`config.mk`:
```
export PLATFORM = sky130hd
export DESIGN_NAME = omsp_tsc_reader_flat
export DESIGN_NICKNAME = d
export VERILOG_FILES = /design/src/rtl/omsp_tsc_reader_pkg.sv /design/src/rtl/omsp_tsc_reader_if.sv /design/src/rtl/omsp_tsc_reader.sv /design/src/flat_wrapper.sv
export SDC_FILE = /design/constraint.sdc
export NUM_CORES = 1
export LEC_CHECK = 0
export CORE_MARGIN = 1
export CORE_UTILIZATION = 38
export DETAILED_ROUTE_END_ITERATION = 7
export GPL_TIMING_DRIVEN = 0
export PLACE_DENSITY = 0.69
export SYNTH_ARGS = -nofsm -noshare
export SYNTH_HDL_FRONTEND = slang
export SYNTH_SLANG_ARGS = --single-unit
```
`constraint.sdc`:
```
create_clock -name mclk -period 2.3 [get_ports mclk]
set_input_delay 0.46 -clock mclk [delete_from_list [all_inputs] [get_ports mclk]]
set_output_delay 0.46 -clock mclk [all_outputs]
set_load 0.01 [all_outputs]
```
`src/rtl/omsp_tsc_reader_pkg.sv`:
```
// Shared constants for the TSC reader initiator and the TSC peripheral decoder.
// Latency: n/a (constants only).
// Backpressure: n/a.
package omsp_tsc_pkg;

  // Reader FSM state encoding (3 bits, kept as plain constants for legacy tools)
  localparam logic [2:0] ST_IDLE = 3'd0;
  localparam logic [2:0] ST_SNAP = 3'd1;
  localparam logic [2:0] ST_RD0  = 3'd2;
  localparam logic [2:0] ST_RD1  = 3'd3;
  localparam logic [2:0] ST_RD2  = 3'd4;
  localparam logic [2:0] ST_RD3  = 3'd5;
  localparam logic [2:0] ST_DONE = 3'd6;

  // TSC register word offsets; word 0 doubles as the snapshot trigger register
  localparam logic [1:0] TSC_OFS_W0 = 2'd0;
  localparam logic [1:0] TSC_OFS_W1 = 2'd1;
  localparam logic [1:0] TSC_OFS_W2 = 2'd2;
  localparam logic [1:0] TSC_OFS_W3 = 2'd3;

  // Default byte base address of the TSC block and the (ignored) snapshot data
  localparam logic [14:0] TSC_BASE_ADDR_DFLT = 15'h0190;
  localparam logic [15:0] TSC_SNAP_DATA      = 16'h0000;

  // Word offset read in a given RDk state
  function automatic logic [1:0] rd_word(input logic [2:0] st);
    logic [2:0] w_diff;
    w_diff = st - ST_RD0;
    return w_diff[1:0];
  endfunction

endpackage

```
`src/rtl/omsp_tsc_reader_if.sv`:
```
// openMSP430 peripheral bus slice used by the TSC reader (initiator side = master).
// Latency: combinational wires only.
// Backpressure: bus_gnt from the external arbiter gates all initiator activity.
interface omsp_tsc_reader_if;
  logic        bus_gnt;
  logic [15:0] per_dout;
  logic [13:0] per_addr;
  logic [15:0] per_din;
  logic        per_en;
  logic [1:0]  per_we;

  modport master (
    input  bus_gnt,
    input  per_dout,
    output per_addr,
    output per_din,
    output per_en,
    output per_we
  );

  modport slave (
    input  bus_gnt,
    input  per_addr,
    input  per_din,
    input  per_en,
    input  per_we,
    output per_dout
  );
endinterface

```
`src/rtl/omsp_tsc_reader.sv`:
```
// Fetches a coherent 64-bit TSC snapshot: one snapshot write, four word reads, assemble.
// Latency: 7 cycles req-sample to IDLE with constant grant; sample_vld in the 7th cycle.
// Backpressure: stalls in place (no bus activity) while bus_gnt=0; OMSP_TSC_READER_DELTA_EN adds delta.
module omsp_tsc_reader
  import omsp_tsc_pkg::*;
#(
  parameter logic [14:0] BASE_ADDR = TSC_BASE_ADDR_DFLT,
  parameter logic [15:0] SNAP_DATA = TSC_SNAP_DATA
) (
  input  logic                     mclk,
  input  logic                     puc_rst_n,
  input  logic                     req,
  omsp_tsc_reader_if.master        bus,
  output logic                     busy,
  output logic                     sample_vld,
  output logic [63:0]              sample,
  output logic [63:0]              delta
);

  localparam logic [13:0] BASE_WADDR = BASE_ADDR[14:1];

  logic [2:0]  r_state;
  logic [47:0] r_asm;
  logic        r_vld;
  logic [63:0] r_sample;
  logic        w_is_rd;
  logic        w_step;
  logic        w_last;
  logic [1:0]  w_word;
  logic [63:0] w_assembled;

  assign w_is_rd     = (r_state >= ST_RD0) && (r_state <= ST_RD3);
  assign w_word      = rd_word(r_state);
  assign w_step      = bus.bus_gnt && (w_is_rd || (r_state == ST_SNAP));
  assign w_last      = bus.bus_gnt && (r_state == ST_RD3);
  // Word 3 arrives on the same edge the sample is published, so take it straight off the bus
  assign w_assembled = {bus.per_dout, r_asm};

  // Bus drive: purely from state and grant; everything zero whenever the grant is absent
  always_comb begin
    bus.per_en   = 1'b0;
    bus.per_we   = 2'b00;
    bus.per_addr = 14'h0000;
    bus.per_din  = 16'h0000;
    if (bus.bus_gnt) begin
      if (r_state == ST_SNAP) begin
        bus.per_en   = 1'b1;
        bus.per_we   = 2'b11;
        bus.per_addr = BASE_WADDR + {12'h000, TSC_OFS_W0};
        bus.per_din  = SNAP_DATA;
      end else if (w_is_rd) begin
        bus.per_en   = 1'b1;
        bus.per_addr = BASE_WADDR + {12'h000, w_word};
      end
    end
  end

  // Sequencer: each bus state advances only on a granted cycle
  always_ff @(posedge mclk) begin
    if (!puc_rst_n) begin
      r_state <= ST_IDLE;
    end else begin
      case (r_state)
        ST_IDLE: if (req) r_state <= ST_SNAP;
        ST_SNAP, ST_RD0, ST_RD1, ST_RD2, ST_RD3:
                 if (bus.bus_gnt) r_state <= r_state + 3'd1;
        default: r_state <= ST_IDLE;
      endcase
    end
  end

  // Assembly of the lower three words as they are read
  always_ff @(posedge mclk) begin
    if (!puc_rst_n) begin
      r_asm <= 48'h0;
    end else if (w_step && w_is_rd) begin
      case (w_word)
        TSC_OFS_W0: r_asm[15:0]  <= bus.per_dout;
        TSC_OFS_W1: r_asm[31:16] <= bus.per_dout;
        TSC_OFS_W2: r_asm[47:32] <= bus.per_dout;
        default:    r_asm        <= r_asm;
      endcase
    end
  end

  // Publish the sample on entry to DONE so sample and sample_vld line up in the DONE cycle
  always_ff @(posedge mclk) begin
    if (!puc_rst_n) begin
      r_vld    <= 1'b0;
      r_sample <= 64'h0;
    end else begin
      r_vld <= w_last;
      if (w_last) r_sample <= w_assembled;
    end
  end

`ifdef OMSP_TSC_READER_DELTA_EN
  logic [63:0] r_prev;
  logic [63:0] r_delta;

  // Difference to the previous completed sample, modulo 2^64
  always_ff @(posedge mclk) begin
    if (!puc_rst_n) begin
      r_prev  <= 64'h0;
      r_delta <= 64'h0;
    end else if (w_last) begin
      r_delta <= w_assembled - r_prev;
      r_prev  <= w_assembled;
    end
  end

  assign delta = r_delta;
`else
  assign delta = 64'h0;
`endif

  assign busy       = (r_state != ST_IDLE);
  assign sample_vld = r_vld;
  assign sample     = r_sample;

endmodule

```
`src/flat_wrapper.sv`:
```
// flat-port wrapper written by rule: the top's interface ports become plain ports
module omsp_tsc_reader_flat import omsp_tsc_pkg::*;
#(
  parameter logic [14:0] BASE_ADDR = TSC_BASE_ADDR_DFLT,
  parameter logic [15:0] SNAP_DATA = TSC_SNAP_DATA
)
  (mclk, puc_rst_n, req, busy, sample_vld, sample, delta, bus_bus_gnt, bus_per_dout, bus_per_addr, bus_per_din, bus_per_en, bus_per_we);
  omsp_tsc_reader_if bus_i ();
  input  logic mclk;
  input  logic puc_rst_n;
  input  logic req;
  output logic busy;
  output logic sample_vld;
  output logic [63:0] sample;
  output logic [63:0] delta;
  input wire logic [$bits(bus_i.bus_gnt)-1:0] bus_bus_gnt;
  input wire logic [$bits(bus_i.per_dout)-1:0] bus_per_dout;
  output wire logic [$bits(bus_i.per_addr)-1:0] bus_per_addr;
  output wire logic [$bits(bus_i.per_din)-1:0] bus_per_din;
  output wire logic [$bits(bus_i.per_en)-1:0] bus_per_en;
  output wire logic [$bits(bus_i.per_we)-1:0] bus_per_we;
  assign bus_i.bus_gnt = bus_bus_gnt;
  assign bus_i.per_dout = bus_per_dout;
  assign bus_per_addr = bus_i.per_addr;
  assign bus_per_din = bus_i.per_din;
  assign bus_per_en = bus_i.per_en;
  assign bus_per_we = bus_i.per_we;
  omsp_tsc_reader #(.BASE_ADDR(BASE_ADDR), .SNAP_DATA(SNAP_DATA)) u_core (.mclk(mclk), .puc_rst_n(puc_rst_n), .req(req), .bus(bus_i), .busy(busy), .sample_vld(sample_vld), .sample(sample), .delta(delta));
endmodule
```
# ---- Yosys cells after proc, flatten, opt, wreduce, memory -nomap -nowiden
# Index checks and enable logic that the tools add are counted.
dict set report word_totals {
  regBits 116
  in_bits 20
  out_inout_bits 163
}
dict set report op_classes {
  add_sub_neg 3
  order_cmp 2
  eq_ne 9
  mux 11
  n_reduce_logical 13
}
# operator count
set op_table {}
lappend op_table {{2-to-1 mux 14 bit} 3}
lappend op_table {{adder 8 x 2 -> 9 bit, first input constant} 1}
lappend op_table {{AND reduction 2 bit} 4}
lappend op_table {{== test 3 x 2 -> 1 bit, second input constant} 2}
lappend op_table {{== test 3 bit, second input constant} 2}
lappend op_table {{2-to-1 mux 3 bit} 2}
lappend op_table {{one-hot mux 3 bit (2 select lines)} 1}
lappend op_table {{OR reduction 5 bit} 1}
lappend op_table {{logical AND 1 bit} 4}
lappend op_table {{2-to-1 mux 2 bit} 2}
lappend op_table {{!= test 2 bit, second input constant} 2}
lappend op_table {{adder 3 x 1 -> 3 bit, second input constant} 1}
lappend op_table {{== test 3 x 1 -> 1 bit, second input constant} 1}
lappend op_table {{>= comparator 3 x 2 -> 1 bit, second input constant} 1}
lappend op_table {{less-or-equal comparator 3 bit, second input constant} 1}
lappend op_table {{logical NOT 3 bit} 1}
lappend op_table {{2-to-1 mux 1 bit} 3}
lappend op_table {{nonzero test 3 bit} 1}
lappend op_table {{== test 2 x 1 -> 1 bit, second input constant} 1}
lappend op_table {{== test 2 bit, second input constant} 1}
lappend op_table {{logical NOT 2 bit} 1}
lappend op_table {{subtractor 2 bit, second input constant} 1}
lappend op_table {{logical OR 1 bit} 1}

# ---- Longest topological paths before layout
dict set report logic_depth {
  ltp_word 6
  mapped_depth 8
  depth_no_buf 6
}

# ---- Least setup slack after synthesis
# Ideal clock, no wire load.
dict set report synth_timing {
  path_type {flip-flop to output port}
  startpoint {register u_core.r_state[0]}
  endpoint {output port bus_per_addr[3]}
  arrival_ns 1.524
  required_ns 1.840
  slack_ns 0.316
  path_stages_with_launch 7
  cell_sequence {dfxtp_1 inv_1 ha_1 or3_1 o211ai_2 nand2_1 buf_4}
}
dict set report synth_between {
  elab_chain_cells 5
  elab_cells_between_ends 9
  cone_classes {2 x add/sub; 2 x order compare; 1 x eq/ne; 3 x mux; 1 x reduce/logical}
}
# element line_no
set synth_rtl {}
lappend synth_rtl {{start: declaration} omsp_tsc_reader.sv:22} ;# logic [2:0] r_state;
lappend synth_rtl {{start signal: assignment} omsp_tsc_reader.sv:66} ;# if (bus.bus_gnt) r_state <= r_state + 3'd1;
lappend synth_rtl {{subtractor 2 bit, or another cell as far along} omsp_tsc_reader_pkg.sv:28} ;# w_diff = st - ST_RD0;
lappend synth_rtl {{adder 8 x 2 -> 9 bit / logical AND 1 bit (equally long branches)} {omsp_tsc_reader.sv:53, omsp_tsc_reader.sv:32}}
lappend synth_rtl {{2-to-1 mux 14 bit} omsp_tsc_reader.sv:51} ;# end else if (w_is_rd) begin
lappend synth_rtl {{2-to-1 mux 14 bit (*)} omsp_tsc_reader.sv:46} ;# if (r_state == ST_SNAP) begin
lappend synth_rtl {{2-to-1 mux 14 bit (*)} omsp_tsc_reader.sv:45} ;# if (bus.bus_gnt) begin
lappend synth_rtl {{end: declaration} flat_wrapper.sv:18} ;# output wire logic [$bits(bus_i.per_addr)-1:0] bus_per_addr;
# Every way passes the cells marked *; elsewhere a longest branch is shown, timed or not.

# ---- Final worst setup path
dict set report layout_timing {
  startpoint {register u_core.r_state[0]}
  endpoint {output port bus_per_addr[6]}
}
# Same word-level chain as after synthesis.

==> impl_metrics.ini <==
[floorplan]
die_w_um = 119.0
initial_core_util_pct = 39.11
die_y_um = 119.0
core_um2 = 13300
ios = 183
num_rows = 42
dieArea_um2 = 14160

[sta]
setup_violations = 0
tightestPinTransition_ps = 554.0
clock-skew-final_ps = 4.453
rsz0062_at_grt = yes
max-slew-margin-rel_pct = 63.07
setup-tns-final_ps = 0
period_share_pct = 99.04
finalMaxSlewViolations = 0
post-route-min-period_ps = 2278
hold_viol_final = 0
max_clock_freq_ghz = 0.4390

[route]
dr.pass1.iters = 5
drtIter0Drc = 257
wirelength_um = 13160
drc = 0
antenna_left = 0
vias = 4361
avgViaCountPerCell = 4.326
wire_per_inst_um = 13.05

[setup_path]
endpoint_kind = output pin
cp_data_arrival_time_ps = 1820
required_ps = 1840
crit_type = flip-flop to output pin
cp_max_fo = 6
cp-start-kind = flip-flop

[grt]
grt_max_degree = 17
grt_pass1_vias = 3829
grt_util_all_layers_pct = 18.76
grt_antenna_before_repair = 0
grt_pass1_wl_um = 20250
globalRouteOverflowTotal = 0

[yosys]
synth_edf_count = 0
ys_seq_area_share_pct = 44.66
yosys.area.top_type = dfxtp_1
synth_warnings = 0
yosysUniqueCellTypes = 27
synth-seq-cells = 116
syn_area_per_cell_um2 = 8.497
synth_area_leaders = dfxtp_1 45%, buf_4 14%, nand2_1 13%
syn-cell-area_um2 = 5200
synth-main-ff-cell = dfxtp_1
ys_async_sr_fraction_pct = 0
synth.top_cell.area_share_pct = 44.66
synthCells = 612

[placed_design]
dpl_cell_area_um2 = 6671
portBuffers = 92
dp_hpwl_um = 9010
globalplace.congestion = 0.7793

[clocking]
clockBufferDepth = 2
htreeDepth = 4
cts_tree = yes
cts_inserted_buffers = 17
cts.hold.buffers_added = 0
path_clk_slew_ps = 50
cts_root_buf = clkbuf_16
clock_latency_ps = 420
cts.sinks = 116

[layout]
antenna_cells = 0
design_area_um2 = 7442
layout.nets = 843
syn_to_final_growth_pct = 43.12
final_util_pct = 55.98
drive_gt1_share_pct = 19.95

[pwr]
ir_worst_vdd_mv = 0.4813
cellLeakagePower_uw = 0.003008
power.density_nw_per_um2 = 737.9
p_total_uw = 5492

[outcome]
status = finished clean

[job]
drv_cap = 0

[hold_path]
min_path_type = primary input to flip-flop
-- metrics by stage --
step           cells  setup slack, ps  hold slack [ps]
2_1_floorplan    700            315.8            428.6
3_3_place_gp     968           -292.7            438.8
3_5_place_dp     968           -295.4            443.1
4_1_cts         1005           -80.67            440.5
5_1_grt         1008           -34.56            453.2
6_report        1008            22.05            435.0
-- report_power, final --
part / internal [uW] / total, uW / switching, uW
clock network: 1960 / 2870 / 910
registers: 2030 / 2040 / 15.6
logic: 292 / 574 / 282
-- critical path: stages, from the launching register on --
cell and delay [ps]:
dfxtp_4 360, buf_12 130, ha_4 170, nand2b_4 160, o211ai_4 220, nand2_2 100, buf_4 140, buf_4 130
-- area by class of cell --
cell class | count | area [um^2]
buffer | 130 | 874.6
clock buffer | 21 | 460.4
clock inverter | 11 | 180.2
fill | 1263 | 5853
inverter | 4 | 17.52
multi-input combinational | 450 | 2380
sequential | 116 | 2330
tap | 176 | 220.2
timing repair buffer | 100 | 979.7
-- cells in the final DEF, fill, tap and decap left out, drive strengths merged, types with 3 or more instances in the layout --
master	instances
nand2	181
buf	121
dfxtp	116
conb	89
clkdlybuf4s50	84
a21boi	64
clkbuf	44
mux2i	32
nand3	18
nor2b	18
o21ai	18
nor2	7
nor3	6
clkinv	6
bufinv	5
inv	4
ha	4
a21oi	3
-- sequential cells by signal (all words and copies together) (netlist names) --
register           cells
u_core.sample         64
u_core.r_state         3
u_core.r_asm          48
u_core.sample_vld      1
-- logic make-up (layout without fill, tap and decap cells) --
family | Yosys count | count (layout) | synth area share [%]
buffers and inverters | 134 | 266 | 17.06
flip-flops | 116 | 116 | 44.66
adder cells (fa/ha/maj) | 4 | 4 | 0.9625
other | 1 | 89 | 0.07212
AO/OA/AOI/OAI | 90 | 90 | 12.30
multiplexers | 32 | 32 | 6.160
AND/OR/NAND/NOR | 235 | 235 | 18.79
-- per-layer routing --
| metal | track usage [%] | wire, um |
|---|---|---|
| met1 | 24.36 | 5787 |
| met2 | 29.61 | 6201 |
| met3 | 5.364 | 973 |
| met4 | 6.487 | 197 |
| met5 | 0 | 0 |
-- final timing paths --
path                                         from  slack [ps]  cells past startpoint          endpoint
worst min-delay path                    puc_rst_n         440                      2  u_core.sample[5]
worst min register to register   u_core.r_asm[17]         450                      2  u_core.r_asm[17]
worst max register to register  u_core.r_state[0]         340                      9  u_core.r_asm[41]
worst max-delay path            u_core.r_state[0]          20                      7   bus_per_addr[6]
-- repair_timing --
action	CTS	global route
pin swaps	2	3
setup endpoints to repair	9	7
gates resized for setup	36	9
setup buffers	5	3
-- cells in the mapped netlist, types with 2 or more instances --
cell type / number
dfxtp_1: 116
o21ai_1: 11
o21ai_0: 7
nor2_1: 6
nand2_1: 181
nor2b_1: 18
nor3_1: 6
buf_2: 13
inv_1: 4
nand2b_1: 2
a21oi_1: 3
clkbuf_1: 21
a21boi_0: 64
o2111a_1: 2
buf_6: 2
buf_4: 94
ha_1: 4
nand3_1: 18
mux2i_1: 32
No activity file was read; power rests on OpenSTA's default activity.
